===== config.mk =====
export PLATFORM = sky130hd
export DESIGN_NAME = param_counter_flat
export DESIGN_NICKNAME = d
export VERILOG_FILES = /design/src/rtl/param_counter_if.sv /design/src/rtl/param_counter.sv /design/src/flat_wrapper.sv
export SDC_FILE = /design/constraint.sdc
export NUM_CORES = 1
export LEC_CHECK = 0
export ABC_AREA = 1
export BUFFER_PORTS_ARGS = -buffer_cell sky130_fd_sc_hd__buf_2
export CAP_MARGIN = 20
export CELL_PAD_IN_SITES_DETAIL_PLACEMENT = 1
export CELL_PAD_IN_SITES_GLOBAL_PLACEMENT = 1
export CORE_ASPECT_RATIO = 0.75
export CORE_MARGIN = 5
export CORE_UTILIZATION = 43
export CTS_BUF_LIST = sky130_fd_sc_hd__clkbuf_2
export CTS_CLUSTER_SIZE = 25
export DETAILED_ROUTE_END_ITERATION = 16
export GPL_ROUTABILITY_DRIVEN = 0
export PLACE_DENSITY_LB_ADDON = 0.1
export RECOVER_POWER = 50
export SETUP_SLACK_MARGIN = 0.3
export SLEW_MARGIN = 20
export SYNTH_ARGS = -nofsm -noshare
export SYNTH_HDL_FRONTEND = slang
export SYNTH_SLANG_ARGS = --single-unit

===== constraint.sdc =====
create_clock -name clk -period 3.13 [get_ports clk]
set_input_delay 0.4695 -clock clk [delete_from_list [all_inputs] [get_ports clk]]
set_output_delay 0.4695 -clock clk [all_outputs]
set_load 0.05 [all_outputs]

===== src/rtl/param_counter_if.sv =====
// rtl/param_counter_if.sv - control and status bundle for param_counter
interface param_counter_if #(
    parameter int WIDTH = 8,
    parameter int DIV_W = 4
);
    logic             en;
    logic             up_dn;
    logic             clr;
    logic             load;
    logic [WIDTH-1:0] load_val;
    logic [WIDTH-1:0] max_val;
    logic [DIV_W-1:0] div;
    logic [WIDTH-1:0] count;
    logic             tc;

    modport master (
        output en, up_dn, clr, load, load_val, max_val, div,
        input  count, tc
    );

    modport slave (
        input  en, up_dn, clr, load, load_val, max_val, div,
        output count, tc
    );
endinterface


===== src/rtl/param_counter.sv =====
// rtl/param_counter.sv - modulo up/down counter with prescaler, wrap/saturate and terminal-count pulse
module param_counter #(
    parameter int WIDTH    = 8,
    parameter int DIV_W    = 4,
    parameter int SATURATE = 0
) (
    input  logic          clk,
    input  logic          reset_n,
    param_counter_if.slave bus
);
    logic [WIDTH-1:0] count_q;
    logic [WIDTH-1:0] next_count;
    logic [WIDTH-1:0] load_clamped;
    logic [DIV_W-1:0] pre_cnt;
    logic             step;
    logic             limit;
    logic             hit_q;
    logic             tc_q;

    // >= rather than == so a div lowered below the current phase steps at once
    assign step         = bus.en && (pre_cnt >= bus.div);
    assign load_clamped = (bus.load_val > bus.max_val) ? bus.max_val : bus.load_val;

    always_comb begin
        next_count = count_q;
        limit      = 1'b0;
        if (count_q > bus.max_val) begin
            limit      = 1'b1;
            next_count = (SATURATE != 0) ? bus.max_val : '0;
        end else if (bus.up_dn) begin
            if (count_q == bus.max_val) begin
                limit      = 1'b1;
                next_count = (SATURATE != 0) ? count_q : '0;
            end else begin
                next_count = count_q + WIDTH'(1);
            end
        end else begin
            if (count_q == '0) begin
                limit      = 1'b1;
                next_count = (SATURATE != 0) ? count_q : bus.max_val;
            end else begin
                next_count = count_q - WIDTH'(1);
            end
        end
    end

    // hit_q marks a limit step; tc re-registers it so the pulse trails the count change by one cycle
    always_ff @(posedge clk or negedge reset_n) begin
        if (!reset_n) begin
            count_q <= '0;
            pre_cnt <= '0;
            hit_q   <= 1'b0;
            tc_q    <= 1'b0;
        end else if (bus.clr) begin
            count_q <= '0;
            pre_cnt <= '0;
            hit_q   <= 1'b0;
            tc_q    <= 1'b0;
        end else if (bus.load) begin
            count_q <= load_clamped;
            pre_cnt <= '0;
            hit_q   <= 1'b0;
            tc_q    <= 1'b0;
        end else begin
            hit_q <= 1'b0;
            tc_q  <= hit_q;
            if (bus.en) begin
                if (step) begin
                    count_q <= next_count;
                    pre_cnt <= '0;
                    hit_q   <= limit;
                end else begin
                    pre_cnt <= pre_cnt + DIV_W'(1);
                end
            end
        end
    end

    assign bus.count = count_q;
    assign bus.tc    = tc_q;
endmodule


===== src/flat_wrapper.sv =====
// flat-port wrapper written by rule: the top's interface ports become plain ports
module param_counter_flat 
#(
    parameter int WIDTH    = 8,
    parameter int DIV_W    = 4,
    parameter int SATURATE = 0
)
  (clk, reset_n, bus_en, bus_up_dn, bus_clr, bus_load, bus_load_val, bus_max_val, bus_div, bus_count, bus_tc);
  param_counter_if #(.WIDTH(WIDTH), .DIV_W(DIV_W)) bus_i ();
  input  logic clk;
  input  logic reset_n;
  input wire logic [$bits(bus_i.en)-1:0] bus_en;
  input wire logic [$bits(bus_i.up_dn)-1:0] bus_up_dn;
  input wire logic [$bits(bus_i.clr)-1:0] bus_clr;
  input wire logic [$bits(bus_i.load)-1:0] bus_load;
  input wire logic [$bits(bus_i.load_val)-1:0] bus_load_val;
  input wire logic [$bits(bus_i.max_val)-1:0] bus_max_val;
  input wire logic [$bits(bus_i.div)-1:0] bus_div;
  output wire logic [$bits(bus_i.count)-1:0] bus_count;
  output wire logic [$bits(bus_i.tc)-1:0] bus_tc;
  assign bus_i.en = bus_en;
  assign bus_i.up_dn = bus_up_dn;
  assign bus_i.clr = bus_clr;
  assign bus_i.load = bus_load;
  assign bus_i.load_val = bus_load_val;
  assign bus_i.max_val = bus_max_val;
  assign bus_i.div = bus_div;
  assign bus_count = bus_i.count;
  assign bus_tc = bus_i.tc;
  param_counter #(.WIDTH(WIDTH), .DIV_W(DIV_W), .SATURATE(SATURATE)) u_core (.clk(clk), .reset_n(reset_n), .bus(bus_i));
endmodule

# ---- After elaboration in Yosys (flattened, before gate mapping)
# Cells that the tools add are included.
# W data, S select, Z words.
dict set report totals {
  out_inout_bits 9
  wordCells 39
  register_bits 14
  inputBits 26
}
dict set report classes {
  n_addsub 3
  muxes 23
  n_reduce_logical 5
  magnitude_cmp 3
  eq_ne 1
}
# cell n
set ops {}
lappend ops {{$mux W8} 9}
lappend ops {{$gt A8 B8 Y1} 2}
lappend ops {{$mux W4} 4}
lappend ops {{$mux W1} 10}
lappend ops {{$add A8 B1 Y8 const B} 1}
lappend ops {{$eq A8 B8 Y1} 1}
lappend ops {{$logic_not A8 Y1} 1}
lappend ops {{$sub A8 B1 Y8 const B} 1}
lappend ops {{$reduce_bool A3 Y1} 2}
lappend ops {{$add A4 B1 Y4 const B} 1}
lappend ops {{$ge A4 B4 Y1} 1}
lappend ops {{$reduce_and A2 Y1} 1}
lappend ops {{$logic_and A1 B1 Y1} 1}

# ---- Depth between registers and ports, before layout
dict set report logic_depth {
  ltp_word 8
  depth_mapped 15
  depth_no_buf 15
}

# ---- Worst setup path before layout
# OpenSTA, ideal clock, no wires.
dict set report synth_timing {
  path_type {register to register}
  from {register u_core.count_q[0] (netlist: u_core.bus.count[0])}
  to {register u_core.count_q[4] (netlist: u_core.bus.count[4])}
  setup_slack_ps 1123
  stages_incl_launch_ff 11
  setup_ps 67
  arrival_ps 1940
  path_buffers 0
  cell_sequence {dfrtp_1 inv_1 ha_1 nand2_1 inv_1 nand3_1 a21oi_1 nand2_1 nand2_1 nand2_1 nand2_1}
}
dict set report synth_between {
  elab_chain_len 8
  word_cells_on_any_way 13
  cone_classes {2 x add/sub; 1 x order compare; 1 x eq/ne; 8 x mux; 1 x reduce/logical}
}
# element line_no
set synth_rtl {}
lappend synth_rtl {{start, declared} param_counter.sv:11} ;# logic [WIDTH-1:0] count_q;
lappend synth_rtl {{start signal, assigned} param_counter.sv:60} ;# count_q <= load_clamped;
lappend synth_rtl {{start signal, assigned} param_counter.sv:69} ;# count_q <= next_count;
lappend synth_rtl {{$sub A8 B1 Y8 (tied with other cells)} param_counter.sv:42} ;# next_count = count_q - WIDTH'(1);
lappend synth_rtl {{$mux W8 (on tied branches)} {param_counter.sv:38, param_counter.sv:31}}
lappend synth_rtl {{$mux W8} param_counter.sv:30} ;# end else if (bus.up_dn) begin
lappend synth_rtl {{$mux W8 (*)} param_counter.sv:27} ;# if (count_q > bus.max_val) begin
lappend synth_rtl {{$mux W8 (*)} param_counter.sv:68} ;# if (step) begin
lappend synth_rtl {{$mux W8 (*)} param_counter.sv:67} ;# if (bus.en) begin
lappend synth_rtl {{$mux W8 (*)} param_counter.sv:59} ;# end else if (bus.load) begin
lappend synth_rtl {{$mux W8 (*)} param_counter.sv:54} ;# end else if (bus.clr) begin
# Every way passes the cells marked *; elsewhere a longest branch is shown, timed or not. The select of a mux whose other input is x is not followed.
# A chain may end at the register's enable or synchronous reset.

# ---- Worst setup path after layout
dict set report layout_timing {
  from {register u_core.count_q[3] (netlist: u_core.bus.count[3])}
  to {register u_core.count_q[2] (netlist: u_core.bus.count[2])}
}
dict set report layout_between {
  elab_chain_len 8
  word_cells_on_any_way 11
  cone_classes {1 x order compare; 1 x eq/ne; 8 x mux; 1 x reduce/logical}
}
# element line_no
set layout_rtl {}
lappend layout_rtl {{branches (longest 3 deep; another with $gt A8 B8 Y1)} -}
lappend layout_rtl {{$mux W8 (*)} param_counter.sv:27}
lappend layout_rtl {{$mux W8 (*)} param_counter.sv:68}
lappend layout_rtl {{$mux W8 (*)} param_counter.sv:67}
lappend layout_rtl {{$mux W8 (*)} param_counter.sv:59}
lappend layout_rtl {{$mux W8 (*)} param_counter.sv:54}
# Every way passes the cells marked *. The select of a mux whose other input is x is not followed.

==> flow_summary.json <==
{
  "syn_avg_cell_area_um2": 6.31,
  "setup_viol": 0,
  "clock_path_buffers": 2,
  "rsz0062_at_grt": "no",
  "core_um2": 4390,
  "worst_slew_margin_rel_pct": 44.6,
  "h-tree-depth": 1,
  "die_h_um": 67.7,
  "final_common_cell": "nand2_1",
  "grt_usage_pct": 20.8,
  "nets": 385,
  "die_area_um2": 5890,
  "dieWidth_um": 87.0,
  "firstDrtPassIters": 4,
  "numCtsBuffers": 3,
  "cts_resized": 0,
  "antenna_found_initial": 0,
  "area_delta_synth_final_pct": 10.2,
  "path_delay_family": "flip-flops",
  "antenna_left": 0,
  "synth_cell_types": 28,
  "initialDrtViolationCount": 105,
  "post-route-period-util_pct": 69.2,
  "ys_ff_latch": 14,
  "diodes": 0,
  "cp_common_cell": "nand2_1",
  "placed_cell_area_um2": 2090,
  "seq_area_frac_synth_pct": 18.3,
  "via_count": 2034,
  "tightest_slew_ps": 831,
  "ys.flop_type": "dfrtp_1",
  "io_pins": 35,
  "hold_ws_ps": 207,
  "crit_path_max_fanout": 10,
  "post_cts_buffers": 0,
  "instances_no_fill": 391,
  "pwr-share-comb_pct": 58.0,
  "finalWorstSetupSlack_ps": 963,
  "tns_ps": 0,
  "rows": 21,
  "critical_path_buf_inv_count": 1,
  "hpwl_mm": 4.93,
  "cell_internal_pwr_mw": 0.391,
  "fill_cells": 632,
  "hold_class": "input pin to asynchronous set/reset pin",
  "status": "finished clean",
  "routedWlPerCell_um": 15.2,
  "grt_pass1_wl_mm": 9.49,
  "synth_warnings": 0,
  "hold_viol_final": 0,
  "grt_max_degree": 15,
  "start_util_pct": 43.5,
  "vdd_ir_drop_max_uv": 192,
  "seq_area_um2": 350,
  "syn_inst": 303,
  "async_reset_ff_share_pct": 100,
  "dp.cells": 387,
  "grt_overflow_total": 0,
  "mostFrequentLayoutCells": "nand2_1 (102), inv_1 (45), nand3_1 (36)",
  "drive_gt1_share_pct": 14.1,
  "maxCapViolCount": 0,
  "viasPerCell": 5.20,
  "cp-end-kind": "flop",
  "multi_input_area_um2": 1330,
  "p_seq_share_pct": 30.5,
  "synth_edf_count": 0,
  "numClockSinks": 14,
  "fin_crit_ps": 2170,
  "cts.clk_slew.worst_paths_ps": 170,
  "syn-cell-area_um2": 1910,
  "grt_pass1_vias": 1898,
  "insertion_delay_ps": 310,
  "hold_buffers": 0,
  "p_leak_nw": 1.26,
  "tritoncts": "built",
  "netSwitchingPower_mw": 0.453,
  "startpoint_type": "flop",
  "p_clk_share_pct": 11.6,
  "crit_chain": "ha_1, nand2_1, inv_1, nand2_1, nand2_1, nand2_1, nand2_1, a21oi_1, nand2_1, nand2_1, nand2_1, nand2_1",
  "post-place-ws_ps": 919,
  "critPathMaxStageDelay_ps": 730,
  "routed_wl_mm": 5.93,
  "cp_slowest_cell": "dfrtp_1",
  "required_ps": 3370,
  "switching_share_pct": 53.7,
  "cp.arrival_ps": 2410,
  "final_area_um2": 2110,
  "critical_path_class": "flop to flop",
  "fin_worst_skew_ps": 17.2,
  "syn_nets": 353,
  "max_freq_mhz": 461,
  "cellPowerDensity_nw_per_um2": 401,
  "root_buffer": "clkbuf_2",
  "drc_errors": 0,
  "io_buffers": 34,
  "drv_slew": 0
}
path summary, 6_finish.rpt:
kind | from | end | slack, ps | cells after the start
max in group asynchronous | reset_n | u_core.bus.count[2]$_DFFE_PN0P_ | 2400 | 1
min | reset_n | u_core.pre_cnt[0]$_DFFE_PN0P_ | 210 | 1
max reg2reg | u_core.bus.count[3]$_DFFE_PN0P_ | u_core.bus.count[2]$_DFFE_PN0P_ | 960 | 12
min in group clk | bus_clr | u_core.bus.tc$_DFF_PN0_ | 380 | 2
min reg2reg | u_core.hit_q$_DFF_PN0_ | u_core.bus.tc$_DFF_PN0_ | 500 | 2
max | u_core.bus.count[3]$_DFFE_PN0P_ | u_core.bus.count[2]$_DFFE_PN0P_ | 960 | 12
sequential cells by signal (all words and copies together), names as in the netlist:
name / flops
u_core.hit_q: 1
u_core.pre_cnt: 4
u_core.bus.tc: 1
u_core.bus.count: 8
worst register-to-register path, delay by kind of cell, from the launching register on:
family                   cells  cell delay (ps)
adder cells (fa/ha/maj)      1              350
AND/OR/NAND/NOR              9              650
buffers and inverters        1               80
AO/OA/AOI/OAI                1              280
flip-flops                   1              730
cell families after synthesis:
logic type	synth area share [%]
and+or+nand+nor	42.6
buffers and inverters	12.1
DFF	18.3
AOI/OAI and AO/OA	8.97
xor gates and xnor gates	2.29
adders and majority gates	15.7
synth_stat cells, types with 2 or more instances:
master      n  area share, %
xor2_1      4            1.8
inv_1      45            8.8
nand3_1    36            9.4
nand3b_1    2           0.79
dfrtp_1    14             18
nand4_1     7            2.3
a21o_1      3            1.2
buf_2       2           0.52
ha_1       24             16
buf_4       2           0.79
a21oi_2     2           0.92
nor2_4      3            1.8
nand2_1   102             20
o211ai_1    4            1.6
nor2_1     21            4.1
a21oi_1    13            3.4
o21ai_0     4            1.0
buf_6       3            1.8
nand2_2     3           0.98
per-stage QoR:
step | util (%) | power (mW)
detailed placement | 47.7 | 0.751
finish | 48.0 | 0.844
global route | 48.0 | 0.916
CTS | 48.1 | 0.849
floorplan | - | 0.617
global placement | 47.7 | 0.735
per-layer routing:
layer | vias up | part of all wire, % | track usage (%)
met4 | 0 | 0.19 | 1.75
li1 | 1034 | - | -
met2 | 32 | 44 | 32.7
met5 | - | 0 | 0
met3 | 4 | 3.8 | 2.68
met1 | 964 | 52 | 31.3
area by class of cell:
cell class	count	area share, %
repair buffers	34	7.78
multi-input cells	236	63.1
clock inverters	1	0.178
flip-flops and latches	14	16.6
clock buffers	3	0.713
inverters	46	8.20
well taps	57	3.39
power by group through the flow:
| stage | Clock [mW] | Sequential (mW) | Combinational (mW) |
|---|---|---|---|
| 2_1_floorplan | 0 | 0.281 | 0.336 |
| 5_1_grt | 0.108 | 0.260 | 0.548 |
| 3_5_place_dp | 0 | 0.259 | 0.492 |
| 6_report | 0.0976 | 0.257 | 0.489 |
| 3_3_place_gp | 0 | 0.257 | 0.478 |
| 4_1_cts | 0.0994 | 0.256 | 0.494 |
No activity file was read; power rests on OpenSTA's default activity.
